--- config.mk ---
export PLATFORM = sky130hd
export DESIGN_NAME = csi2_mux_sel_ctrl
export DESIGN_NICKNAME = d
export VERILOG_FILES = /design/src/rtl/csi2_mux_sel_ctrl.sv
export SDC_FILE = /design/constraint.sdc
export NUM_CORES = 1
export LEC_CHECK = 0
export BUFFER_PORTS_ARGS = -buffer_cell sky130_fd_sc_hd__buf_2
export CORE_MARGIN = 5
export CORE_UTILIZATION = 47
export CTS_CLUSTER_SIZE = 40
export DETAILED_ROUTE_END_ITERATION = 10
export GPL_ROUTABILITY_DRIVEN = 1
export HOLD_SLACK_MARGIN = 0.1
export PLACE_DENSITY = 0.68
export SYNTH_ARGS = -nofsm -noshare
export SYNTH_HDL_FRONTEND = slang
export SYNTH_SLANG_ARGS = --single-unit
--- constraint.sdc ---
create_clock -name clk_i -period 4.15 [get_ports clk_i]
set_input_delay 0.415 -clock clk_i [delete_from_list [all_inputs] [get_ports clk_i]]
set_output_delay 0.415 -clock clk_i [all_outputs]
set_load 0.005 [all_outputs]
--- src/rtl/csi2_mux_sel_ctrl.sv ---
// Channel-select sequencer for the 4-to-1 CSI-2 lane mux: it moves the select only
// after the lanes have sat in LP-11 for a while, then holds off sel_valid_o until the new channel settles.
module csi2_mux_sel_ctrl #(
    parameter int NUM_CH     = 4,
    parameter int IDLE_MIN   = 16,
    parameter int SETTLE_CYC = 32,
    parameter int FRM_CNT_W  = 8,
    localparam int SEL_W     = (NUM_CH > 1) ? $clog2(NUM_CH) : 1
) (
    input  logic                 clk_i,
    input  logic                 reset_i,
    input  logic                 lp_idle_i,
    input  logic                 frame_end_i,
    input  logic                 auto_en_i,
    input  logic [NUM_CH-1:0]    ch_mask_i,
    input  logic [FRM_CNT_W-1:0] frames_per_ch_i,
    input  logic                 req_valid_i,
    input  logic [SEL_W-1:0]     req_ch_i,
    output logic                 req_ready_o,
    output logic [SEL_W-1:0]     sel_o,
    output logic                 sel_valid_o,
    output logic                 busy_o,
    output logic                 err_o
);

    localparam int SEL_SPAN = 2 ** SEL_W;
    localparam int IDLE_W   = $clog2(IDLE_MIN + 1);
    localparam int SETTLE_W = $clog2(SETTLE_CYC + 1);

    typedef enum logic [1:0] {
        ST_RUN,
        ST_WAIT_IDLE,
        ST_SWITCH,
        ST_SETTLE
    } state_t;

    state_t                state_q;
    logic [SEL_W-1:0]      sel_q;
    logic [SEL_W-1:0]      target_q;
    logic                  sel_valid_q;
    logic                  busy_q;
    logic                  req_ready_q;
    logic                  err_q;
    logic [FRM_CNT_W-1:0]  frm_cnt_q;
    logic [IDLE_W-1:0]     idle_cnt_q;
    logic [SETTLE_W-1:0]   settle_cnt_q;

    // Mask and range tables padded to the full select span so any select code indexes safely.
    logic [SEL_SPAN-1:0]   mask_ext;
    logic [SEL_SPAN-1:0]   ch_in_range;

    for (genvar gi = 0; gi < SEL_SPAN; gi++) begin : g_ch_tbl
        if (gi < NUM_CH) begin : g_real
            assign mask_ext[gi]    = ch_mask_i[gi];
            assign ch_in_range[gi] = 1'b1;
        end else begin : g_pad
            assign mask_ext[gi]    = 1'b0;
            assign ch_in_range[gi] = 1'b0;
        end
    end

    logic [FRM_CNT_W-1:0]  fpc_eff_d;
    logic                  frm_done_d;
    logic                  cur_masked_d;
    logic [SEL_W-1:0]      next_ch_d;
    logic                  next_found_d;
    logic [SEL_W-1:0]      cand_d;

    assign fpc_eff_d    = (frames_per_ch_i == '0) ? FRM_CNT_W'(1) : frames_per_ch_i;
    assign frm_done_d   = ({1'b0, frm_cnt_q} + (FRM_CNT_W+1)'(1)) >= {1'b0, fpc_eff_d};
    assign cur_masked_d = ~mask_ext[sel_q];

    // Next eligible channel strictly after the current one, wrapping; never the current one itself.
    always_comb begin
        next_ch_d    = sel_q;
        next_found_d = 1'b0;
        cand_d       = '0;
        for (int i = 1; i < NUM_CH; i++) begin
            cand_d = SEL_W'((int'(sel_q) + i) % NUM_CH);
            if (!next_found_d && mask_ext[cand_d]) begin
                next_ch_d    = cand_d;
                next_found_d = 1'b1;
            end
        end
    end

    always_ff @(posedge clk_i or posedge reset_i) begin
        if (reset_i) begin
            state_q      <= ST_SETTLE;
            sel_q        <= '0;
            target_q     <= '0;
            sel_valid_q  <= 1'b0;
            busy_q       <= 1'b1;
            req_ready_q  <= 1'b0;
            err_q        <= 1'b0;
            frm_cnt_q    <= '0;
            idle_cnt_q   <= '0;
            settle_cnt_q <= '0;
        end else begin
            case (state_q)
                ST_RUN: begin
                    req_ready_q <= ~auto_en_i;
                    if (auto_en_i && cur_masked_d) begin
                        err_q <= 1'b1;
                    end
                    if (req_valid_i && req_ready_q) begin
                        if (!ch_in_range[req_ch_i]) begin
                            err_q <= 1'b1;
                        end else if (req_ch_i != sel_q) begin
                            target_q    <= req_ch_i;
                            state_q     <= ST_WAIT_IDLE;
                            idle_cnt_q  <= '0;
                            sel_valid_q <= 1'b0;
                            req_ready_q <= 1'b0;
                            busy_q      <= 1'b1;
                        end
                    end else if (auto_en_i && frame_end_i) begin
                        // A masked-off current channel is abandoned at the first frame end.
                        if (frm_done_d || cur_masked_d) begin
                            frm_cnt_q <= '0;
                            if (next_found_d) begin
                                target_q    <= next_ch_d;
                                state_q     <= ST_WAIT_IDLE;
                                idle_cnt_q  <= '0;
                                sel_valid_q <= 1'b0;
                                req_ready_q <= 1'b0;
                                busy_q      <= 1'b1;
                            end
                        end else begin
                            frm_cnt_q <= frm_cnt_q + FRM_CNT_W'(1);
                        end
                    end
                end
                ST_WAIT_IDLE: begin
                    if (!lp_idle_i) begin
                        idle_cnt_q <= '0;
                    end else if (idle_cnt_q == IDLE_W'(IDLE_MIN - 1)) begin
                        state_q <= ST_SWITCH;
                    end else begin
                        idle_cnt_q <= idle_cnt_q + IDLE_W'(1);
                    end
                end
                ST_SWITCH: begin
                    sel_q        <= target_q;
                    settle_cnt_q <= '0;
                    state_q      <= ST_SETTLE;
                end
                default: begin
                    if (settle_cnt_q == SETTLE_W'(SETTLE_CYC - 1)) begin
                        state_q     <= ST_RUN;
                        sel_valid_q <= 1'b1;
                        busy_q      <= 1'b0;
                        req_ready_q <= ~auto_en_i;
                    end else begin
                        settle_cnt_q <= settle_cnt_q + SETTLE_W'(1);
                    end
                end
            endcase
        end
    end

    assign sel_o       = sel_q;
    assign sel_valid_o = sel_valid_q;
    assign busy_o      = busy_q;
    assign req_ready_o = req_ready_q;
    assign err_o       = err_q;

endmodule

==> results by group, run 1 <==
Timing
  – Slew @ Worst Pin: 0.626 ns
  – Final count of negative-setup-slack endpoints: 0
  – Tmin final: 3.41 ns
  – RSZ-0062 raised after global routing: no
  – Fin. Hold Viols: 0
  – Final setup skew: 0.00796 ns
  – Final Slew Violations: 0
  – Worst hold margin: 0.187 ns
  – F_max: 293 MHz
  – Fin worst setup slack: 0.742 ns
  – Slew headroom: 0.582
  – Setup_tns: 0 ns
  – Tcrit/Tclk final: 0.821

Synthesis
  – Syn avg cell area: 8.76 µm²
  – Distinct cells, synth: 49
  – Simple-gate share of the synthesized area: 0.186
  – Post-synth EDFFs: 0
  – Synth Instances: 234
  – Mapped Nets: 270
  – Synth Area in Compound Gates: 0.214
  – Largest family of logic cells by synthesized area: compound AO/OA/AOI/OAI gates
  – Ys async rst share: 1.00
  – Primary FF master, synth: dfrtp_1
  – Post-Synth XOR/XNOR Area: 0.0342
  – Synthesized cell area: 2050 µm²
  – Mux contribution to synthesized area: 0.0458
  – Synth Warn #: 0
  – #FFs+latches synth: 29
  – Post-synthesis sequential area ratio: 0.356
  – Fraction of the mapped netlist area in adder cells: 0.0976

Worst setup path
  – Arrival time of the worst setup path: 3.58 ns
  – Crit-path max cell delay: 0.48 ns
  – Critical Path End Type: flip-flop
  – Crit path cell chain: ha_1, and3_1, and3_1, xor2_1, ha_1, a21oi_1, o32ai_1, nor3_1, a32o_1, and2b_2, a311o_2
  – Crit path kind: reg -> reg
  – Reg2Reg Depth: 11
  – RR Endpoint: idle_cnt_q[3]
  – Startpoint types: flip-flop
  – Critical path's slowest cell: a32o_1
  – Reg2Reg Setup Slack: 0.74 ns
  – Worst path required time: 4.33 ns
  – Worst r2r src: frm_cnt_q[0]
  – Crit-path max FO: 10
  – Crit path from: frm_cnt_q[0]

Route
  – # DRC: 0
  – Drt pass-1 iters: 4
  – 1st-iter DRT viols: 103
  – WL final: 4.45 mm
  – Drt via density: 5.74
  – Post-DRT Antenna Nets: 0
  – Total number of vias: 1780
  – DR WL/cell: 14.3 µm

Floorplanning
  – Initial core utilization: 0.478
  – Die area: 5780 µm²
  – Num rows: 24
  – Chip height: 76.1 µm
  – IO Count: 26
  – Core ar.: 4290 µm²
  – DIE WIDTH: 76.1 µm

CTS
  – Clk sinks: 29
  – CTS tree: done
  – Post_cts resized: 0
  – TritonCTS Buffers: 5
  – Root buffer cell: clkbuf_8
  – Hold Buf Count CTS: 0
  – H-tree levels: 2
  – Skew-Pair Late Insertion Delay: 0.29 ns
  – CTS Buffer Depth: 2
  – Post-CTS Setup Repair Bufs: 0
  – Clock transition at path regs: 0.07 ns

Place
  – Final Wtd Congestion: 0.819
  – Dpl hpwl: 3.29 mm
  – Post-DP Area: 2200 µm²
  – IO Port Bufs: 25
  – Pre-CTS setup slack: 0.765 ns

Power
  – Total power draw: 1.37 mW
  – Leakage: 1.12 nW
  – Peak VDD IR: 0.000242 V
  – Pwr dens: 596 nW/µm²

Cells and area
  – Most common cell after layout, fill and taps aside: dfrtp_1
  – Final instance area: 2300 µm²
  – Layout Area Growth over Synthesis: 12.1%
  – Antenna cells: 0
  – Final #Nets: 293
  – Highest-count cells in the layout ignoring fill and taps: dfrtp_1 (26), buf_2 (25), inv_1 (22)
  – Share of cells above drive strength 1: 0.202

Global routing
  – Total GRT Usage: 0.162
  – Grt ovf: 0
  – First-pass GRT wire length: 7.78 mm
  – Largest net degree at the start of global routing: 30
  – Initial antenna violation count: 0
  – Vias in the first global route: 1745

Run
  – Max_cap viols: 0

Run status
  – Status: complete, no violations

Hold path
  – Worst hold path type: in -> async
[cell usage after synthesis (all sizes together) (2+ instances only)]
cell type / instances / area, µm²
dfrtp: 26 / 651
inv: 22 / 82.6
o21ai: 20 / 100
nand2: 19 / 71.3
a21oi: 17 / 88.8
ha: 16 / 200
nor2: 15 / 56.3
nand3: 10 / 50.1
and3: 7 / 43.8
clkbuf: 6 / 22.5
nor3: 6 / 30.0
nand4: 5 / 31.3
xnor2: 5 / 43.8
a31o: 4 / 35.0
a32o: 4 / 40.0
buf: 4 / 28.8
a22o: 3 / 26.3
a32oi: 3 / 26.3
dfstp: 3 / 78.8
mux2: 3 / 41.3
mux2i: 3 / 30.0
o31ai: 3 / 22.5
xor2: 3 / 26.3
a21o: 2 / 15.0
a311o: 2 / 22.5
a31oi: 2 / 12.5
and2b: 2 / 17.5
nor3b: 2 / 15.0
[cell families after synthesis]
family,count (synthesis)
adders and majority gates,16
DFF,29
buffers and inverters,33
and+or+nand+nor,75
muxes,7
AOI/OAI and AO/OA,66
xor gates and xnor gates,8
[power breakdown]
group	switching, mW	total, mW	internal, mW
logic	0.370	0.646	0.276
registers	0.0912	0.465	0.374
clock network	0.110	0.259	0.150
[routing by layer]
layer / vias up / wire (µm) / GRT usage / part of all wire
met5: - / 0 / 0 / 0
met4: 0 / 78 / 0.0647 / 0.018
met3: 6 / 238 / 0.0473 / 0.054
met2: 36 / 2090 / 0.258 / 0.47
met1: 845 / 2040 / 0.204 / 0.46
li1: 893 / - / - / -
[how the worst max path moves through the flow]
stage	to	slack, ns	cells past startpoint
after floorplan	idle_cnt_q[3]	1.12	12
after global placement	idle_cnt_q[3]	0.85	11
after detailed placement	idle_cnt_q[3]	0.76	11
after CTS	idle_cnt_q[3]	0.75	11
after global routing	idle_cnt_q[3]	0.49	11
final	idle_cnt_q[3]	0.74	11
[cell type report]
cell class	count	area, µm²
sequential	29	729
fill	416	2000
clock inverter	1	5.00
inverter	23	86.3
clock buffer	7	96.3
tap	52	65.1
multi-input combinational	172	1180
timing repair buffer	26	133
[state kept, by name, summed over array words and instances, names as in the netlist]
| signal | count |
|---|---|
| busy_o | 1 |
| err_o | 1 |
| frm_cnt_q | 8 |
| idle_cnt_q | 5 |
| req_ready_o | 1 |
| sel_o | 2 |
| sel_valid_o | 1 |
| settle_cnt_q | 6 |
| state_q | 2 |
| target_q | 2 |
[worst max-delay path, delay by kind of cell, from the launching register on]
kind	cells	cell delay, ns
xor gates and xnor gates	1	0.15
AOI/OAI and AO/OA	4	1.07
and+or+nand+nor	4	1.05
DFF	1	0.43
adders and majority gates	2	0.59
[per-stage QoR]
step / utilization / instances
floorplan: - / 234
global placement: 0.512 / 302
detailed placement: 0.512 / 302
CTS: 0.535 / 310
global route: 0.535 / 310
finish: 0.535 / 310
(Power assumes the default switching activity.)
==> run 2: changes to the inputs <==
==> constraint.sdc (replaced) <==
create_clock -name clk_i -period 3.4 [get_ports clk_i]
set_input_delay 0.34 -clock clk_i [delete_from_list [all_inputs] [get_ports clk_i]]
set_output_delay 0.34 -clock clk_i [all_outputs]
set_load 0.005 [all_outputs]
==> run 2 against run 1 <==
- via count fell by 2.0%
- routed wire length fell by 3.6%
- global-route usage fell by 0.80 points
- core utilization fell by 0.058 points
- total power rose by 19%
- flip-flop and latch count did not move
- design area fell by 0.11%
- non-clock buffer count rose by 1
- maximum frequency rose by 11%
- first-iteration DRC count fell by 1.9%
- final cell count rose by 0.32%
- register-to-register slack got worse by 0.42 ns
==> results by group, run 2 (synthesized netlist as in run 1, its figures left out) <==
CTS
  – CTS tree: done
  – Post-CTS Setup Repair Bufs: 0 (unchanged)
  – CTS Buffer Depth: 2 (unchanged)
  – Clk sinks: 29 (unchanged)
  – Root buffer cell: clkbuf_8
  – Skew-Pair Late Insertion Delay: 0.29 ns (about the same)
  – Clock transition at path regs: 0.07 ns (about the same)
  – H-tree levels: 2 (unchanged)
  – Hold Buf Count CTS: 0 (unchanged)
  – TritonCTS Buffers: 5 (unchanged)

Timing
  – Final Slew Violations: 0 (unchanged)
  – Fin worst setup slack: 0.324 ns (-0.418 ns)
  – Tcrit/Tclk final: 0.905 (+0.0836)
  – Slew @ Worst Pin: 1.07 ns (+0.439 ns)
  – Final count of negative-setup-slack endpoints: 0 (unchanged)
  – Slew headroom: 0.289 (-0.293)
  – Tmin final: 3.08 ns (-0.332 ns)
  – Worst hold margin: 0.307 ns (+0.120 ns)
  – RSZ-0062 raised after global routing: no
  – Final setup skew: 0.0122 ns (+0.00425 ns)
  – Fin. Hold Viols: 0 (unchanged)
  – F_max: 325 MHz (+11%)
  – Setup_tns: 0 ns (unchanged)

Place
  – IO Port Bufs: 25 (unchanged)
  – Dpl hpwl: 3.34 mm (+1.5%)
  – Final Wtd Congestion: 0.825 (+0.75%)
  – Pre-CTS setup slack: 0.156 ns (-0.609 ns)

Worst setup path
  – Worst path required time: 3.57 ns (-0.76 ns)
  – Critical path's slowest cell: dfrtp_1
  – Crit-path max FO: 6 (-4)
  – Reg2Reg Depth: 11 (unchanged)
  – Startpoint types: flip-flop
  – Crit-path max cell delay: 0.43 ns (-0.05 ns)
  – Arrival time of the worst setup path: 3.25 ns (-0.33 ns)
  – Critical Path End Type: flip-flop
  – Reg2Reg Setup Slack: 0.32 ns (-0.42 ns)
  – Crit path cell chain: ha_1, and3_1, and3_1, xor2_1, ha_1, a21oi_1, o32ai_1, nor3_2, a32o_1, and2b_2, a311o_2
  – Crit path kind: reg -> reg

Floorplanning
  – Chip height: 76.1 µm (unchanged)
  – IO Count: 26 (unchanged)
  – Core ar.: 4290 µm² (unchanged)
  – Initial core utilization: 0.478 (unchanged)
  – DIE WIDTH: 76.1 µm (unchanged)
  – Die area: 5780 µm² (unchanged)
  – Num rows: 24 (unchanged)

Cells and area
  – Highest-count cells in the layout ignoring fill and taps: dfrtp_1 (26), buf_2 (25), inv_1 (22)
  – Most common cell after layout, fill and taps aside: dfrtp_1
  – Filler Cell Count: 411 (-1.2%)
  – Reg with most FFs: frm_cnt_q
  – Antenna cells: 0 (unchanged)
  – Register area: 729 µm² (unchanged)
  – Multi-input gate area: 1190 µm² (+0.42%)
  – Max reg flops: 8 (unchanged)
  – Top Registers: frm_cnt_q: 8 flops, settle_cnt_q: 6 flops, idle_cnt_q: 5 flops
  – Layout Area Growth over Synthesis: 12.0%
  – Share of cells above drive strength 1: 0.208 (+0.00694)
  – Final #Nets: 294 (+0.34%)

Route
  – Drt pass-1 iters: 4 (unchanged)
  – WL final: 4.28 mm (-3.6%)
  – DR WL/cell: 13.8 µm (-3.9%)
  – Drt via density: 5.61 (-2.3%)
  – 1st-iter DRT viols: 101 (-1.9%)
  – # DRC: 0 (unchanged)
  – Post-DRT Antenna Nets: 0 (unchanged)
  – Total number of vias: 1745 (-2.0%)

Power
  – Pwr dens: 708 nW/µm² (+19%)
  – Total power draw: 1.63 mW (+19%)
  – Leakage: 1.11 nW (-0.43%)
  – Peak VDD IR: 0.000206 V (-15%)

Global routing
  – Vias in the first global route: 1662 (-4.8%)
  – First-pass GRT wire length: 7.42 mm (-4.7%)
  – Largest net degree at the start of global routing: 29 (-3.3%)
  – Grt ovf: 0 (unchanged)
  – Total GRT Usage: 0.154 (-0.00804)
  – Initial antenna violation count: 0 (unchanged)

Run status
  – Status: complete, no violations

Run
  – Max_cap viols: 0 (unchanged)

Hold path
  – Worst hold path type: in -> async
## run 2: changes by cell type in the layout (fill, tap and decap cells not counted), sizes merged
cell	before	now
clkbuf	7	5
buf	26	27
clkinv	2	3
clkinvlp	0	1
## run 2: what timing repair did
| action | in CTS | in global routing |
|---|---|---|
| hold endpoints to repair | 0 | 0 |
| endpoints found under the setup margin | 0 | 1 |
| gates resized for setup | 0 | 1 |
## run 2: report_power, final
part / switching, mW / leakage [nW] / total (mW) / internal (mW)
logic: 0.440 / 0.703 / 0.783 / 0.343
registers: 0.110 / 0.367 / 0.566 / 0.456
clock network: 0.135 / 0.0439 / 0.276 / 0.141
total: 0.686 / 1.11 / 1.63 / 0.940
## run 2: per-stage QoR
step / util / instances / cell area (µm²)
6_report: 0.535 / 311 / 2300
5_1_grt: 0.535 / 311 / 2300
3_3_place_gp: 0.513 / 303 / 2200
4_1_cts: 0.534 / 311 / 2290
3_5_place_dp: 0.513 / 303 / 2200
2_1_floorplan: - / 234 / 2050
## run 2: layout make-up
type,count,share of cell area
clock inverter,3,0.00763
clock buffer,5,0.0300
timing repair buffer,27,0.0610
multi-input combinational,172,0.518
tap,52,0.0283
inverter,23,0.0376
sequential,29,0.318
## run 2: worst max-delay path, delay by kind of cell (launching register included)
family	cells	cell delay (ns)
compound gates	4	0.94
simple gates	4	0.87
fa+ha+maj	2	0.59
flops	1	0.43
xor+xnor	1	0.15
## run 2: metal layers
metal	track usage	part of all wire	vias up
li1	-	-	894
met1	0.194	0.46	812
met2	0.245	0.47	32
met3	0.0414	0.050	7
met4	0.0664	0.018	0
met5	0	0	-
## run 2: final timing paths
check,startpoint,to
max,frm_cnt_q[0],idle_cnt_q[3]
min,reset_i,settle_cnt_q[5]
max reg2reg,frm_cnt_q[0],idle_cnt_q[3]
min reg2reg,err_o,err_o
max in group asynchronous,reset_i,state_q[1]
min in group clk_i,auto_en_i,err_o
==> run 3: changes to the inputs <==
--- a/config.mk
+++ b/config.mk
@@ -12,7 +12,7 @@
 export DETAILED_ROUTE_END_ITERATION = 10
 export GPL_ROUTABILITY_DRIVEN = 1
 export HOLD_SLACK_MARGIN = 0.1
-export PLACE_DENSITY = 0.68
+export PLACE_DENSITY_LB_ADDON = 0.1
 export SYNTH_ARGS = -nofsm -noshare
 export SYNTH_HDL_FRONTEND = slang
 export SYNTH_SLANG_ARGS = --single-unit
==> run 3 against run 2 <==
- clock power rose by 1%
- clock skew fell by 0.0026 ns
- global-route usage rose by 0.21 points
- routed wire length rose by 1.7%
- final cell count did not move
- non-clock buffer count did not move
- core utilization fell by 0.087 points
- largest cell class unchanged
- via count fell by 0.52%
- first-iteration DRC count rose by 13%
- critical endpoint unchanged
- combinational power barely moved
- flip-flop and latch count did not move
- sequential share of layout area rose by 0.052 points
- critical path type unchanged
==> results by group, run 3 (synthesized netlist as in run 1, its figures left out) <==
Floorplanning
  – Chip height: 76.1 µm (unchanged)
  – Die area: 5780 µm² (unchanged)
  – Num rows: 24 (unchanged)
  – IO Count: 26 (unchanged)
  – Initial core utilization: 0.478 (unchanged)
  – Core ar.: 4290 µm² (unchanged)
  – DIE WIDTH: 76.1 µm (unchanged)

Global routing
  – Total GRT Usage: 0.156 (+0.00210)
  – Grt ovf: 0 (unchanged)
  – Largest net degree at the start of global routing: 30 (+3.4%)
  – Vias in the first global route: 1690 (+1.7%)
  – First-pass GRT wire length: 7.57 mm (+2.0%)
  – Initial antenna violation count: 0 (unchanged)

CTS
  – CTS Buffer Depth: 2 (unchanged)
  – Clock transition at path regs: 0.07 ns (about the same)
  – Skew-Pair Late Insertion Delay: 0.29 ns (about the same)
  – CTS tree: done
  – Clk sinks: 29 (unchanged)
  – Post-CTS Setup Repair Bufs: 0 (unchanged)
  – H-tree levels: 2 (unchanged)
  – Root buffer cell: clkbuf_8
  – TritonCTS Buffers: 5 (unchanged)

Worst setup path
  – Crit-path max cell delay: 0.42 ns (about the same)
  – WP buf/inv: 0 (unchanged)
  – CP delay by family, top: compound AO/OA/AOI/OAI gates
  – Crit path cell chain: ha_1, and3_1, and3_1, xor2_1, ha_1, a21oi_1, o32ai_1, nor3_1, a32o_2, and2b_2, a311o_2
  – Crit path kind: reg -> reg
  – CP Depth: 11 (unchanged)
  – Reg2Reg Depth: 11 (unchanged)
  – Critical Path End Type: flip-flop
  – Crit-path max FO: 10 (+4)
  – Startpoint types: flip-flop
  – Arrival time of the worst setup path: 3.24 ns (about the same)
  – Worst path required time: 3.57 ns (about the same)
  – Critical path's slowest cell: dfrtp_1

Cells and area
  – Layout Area Growth over Synthesis: 11.8%
  – Top Registers: frm_cnt_q: 8 flops, settle_cnt_q: 6 flops, idle_cnt_q: 5 flops
  – Reg with most FFs: frm_cnt_q
  – Highest-count cells in the layout ignoring fill and taps: dfrtp_1 (26), buf_2 (25), inv_1 (22)
  – Max reg flops: 8 (unchanged)
  – Antenna cells: 0 (unchanged)
  – Most common cell after layout, fill and taps aside: dfrtp_1
  – Share of cells above drive strength 1: 0.208 (unchanged)
  – Filler Cell Count: 426 (+3.6%)
  – Final #Nets: 294 (unchanged)
  – Non-filler cells, final: 311 (unchanged)

Place
  – Dpl hpwl: 3.31 mm (-1.0%)
  – Placed insts: 303 (unchanged)
  – Final Wtd Congestion: 0.893 (+8.3%)
  – IO Port Bufs: 25 (unchanged)

Route
  – Post-DRT Antenna Nets: 0 (unchanged)
  – Drt via density: 5.58 (-0.52%)
  – DR WL/cell: 14.0 µm (+1.7%)
  – # DRC: 0 (unchanged)
  – Total number of vias: 1736 (-0.52%)
  – 1st-iter DRT viols: 114 (+13%)
  – WL final: 4.36 mm (+1.7%)
  – Drt pass-1 iters: 4 (unchanged)

Timing
  – RSZ-0062 raised after global routing: no
  – Final count of negative-setup-slack endpoints: 0 (unchanged)
  – Setup_tns: 0 ns (unchanged)
  – Slew headroom: 0.619 (+0.330)
  – Final Slew Violations: 0 (unchanged)
  – Slew @ Worst Pin: 0.571 ns (-0.494 ns)
  – Final setup skew: 0.00965 ns (-0.00256 ns)
  – Tcrit/Tclk final: 0.903 (-0.00159)
  – F_max: 326 MHz (+0.18%)
  – Tmin final: 3.07 ns (-0.00541 ns)
  – Fin. Hold Viols: 0 (unchanged)

Run
  – Max_cap viols: 0 (unchanged)

Power
  – Peak VDD IR: 0.000356 V (+73%)
  – Leakage: 1.11 nW (about the same)
  – Pwr dens: 711 nW/µm² (+0.50%)

Hold path
  – Worst hold path type: in -> async

Run status
  – Status: complete, no violations
## run 3: cell counts in the layout (fill, tap and decap cells not counted)
Identical to the previous run, type by type.
## run 3: timing repair
action                                  CTS  global route
endpoints found under the setup margin    0             1
gates resized for setup                   0             1
hold buffers                              0             0
## run 3: final cells by class
| type | instances | area, µm² | share of cell area |
|---|---|---|---|
| Clock buffer | 5 | 68.8 | 0.0300 |
| Clock inverter | 3 | 17.5 | 0.00764 |
| Inverter | 23 | 86.3 | 0.0377 |
| Multi-Input combinational cell | 172 | 1180 | 0.517 |
| Sequential cell | 29 | 729 | 0.318 |
| Tap cell | 52 | 65.1 | 0.0284 |
| Timing Repair Buffer | 27 | 140 | 0.0611 |
## run 3: power by group
group	internal (mW)	switching (mW)
clock network	0.141	0.139
logic	0.342	0.443
registers	0.456	0.110
## run 3: worst reg2reg max path: cells and delay by family (launching register included)
| kind | cells | cell delay (ns) |
|---|---|---|
| adder cells (fa/ha/maj) | 2 | 0.55 |
| XOR/XNOR | 1 | 0.20 |
| AO/OA/AOI/OAI | 4 | 0.93 |
| flip-flops | 1 | 0.42 |
| AND/OR/NAND/NOR | 4 | 0.86 |
## run 3: worst paths after layout
check,to,slack (ns),from
max in group asynchronous,state_q[0],2.96,reset_i
worst min-delay path,frm_cnt_q[7],0.11,reset_i
min in group clk_i,err_o,0.38,auto_en_i
worst min register to register,err_o,0.47,err_o
worst max register to register,idle_cnt_q[3],0.33,frm_cnt_q[0]
worst max-delay path,idle_cnt_q[3],0.33,frm_cnt_q[0]
## run 3: layer usage
metal,up-vias,share of wire,GRT usage,routed length (µm)
met5,-,0,0,0
met4,0,0.012,0.0524,52
met3,5,0.035,0.0414,151
met2,21,0.47,0.246,2040
met1,815,0.49,0.206,2120
li1,895,-,-,-
## run 3: per-stage QoR
step / worst slack [ns] / power (mW) / cell area (µm²) / utilization / hold WS [ns]
6_report: 0.329 / 1.63 / 2290 / 0.534 / 0.109
5_1_grt: 0.0788 / 1.80 / 2290 / 0.534 / 0.161
4_1_cts: 0.256 / 1.65 / 2290 / 0.534 / 0.119
3_5_place_dp: 0.260 / 1.36 / 2200 / 0.513 / 0.435
3_3_place_gp: 0.326 / 1.36 / 2200 / 0.513 / 0.431
2_1_floorplan: 0.367 / 1.18 / 2050 / - / 0.416
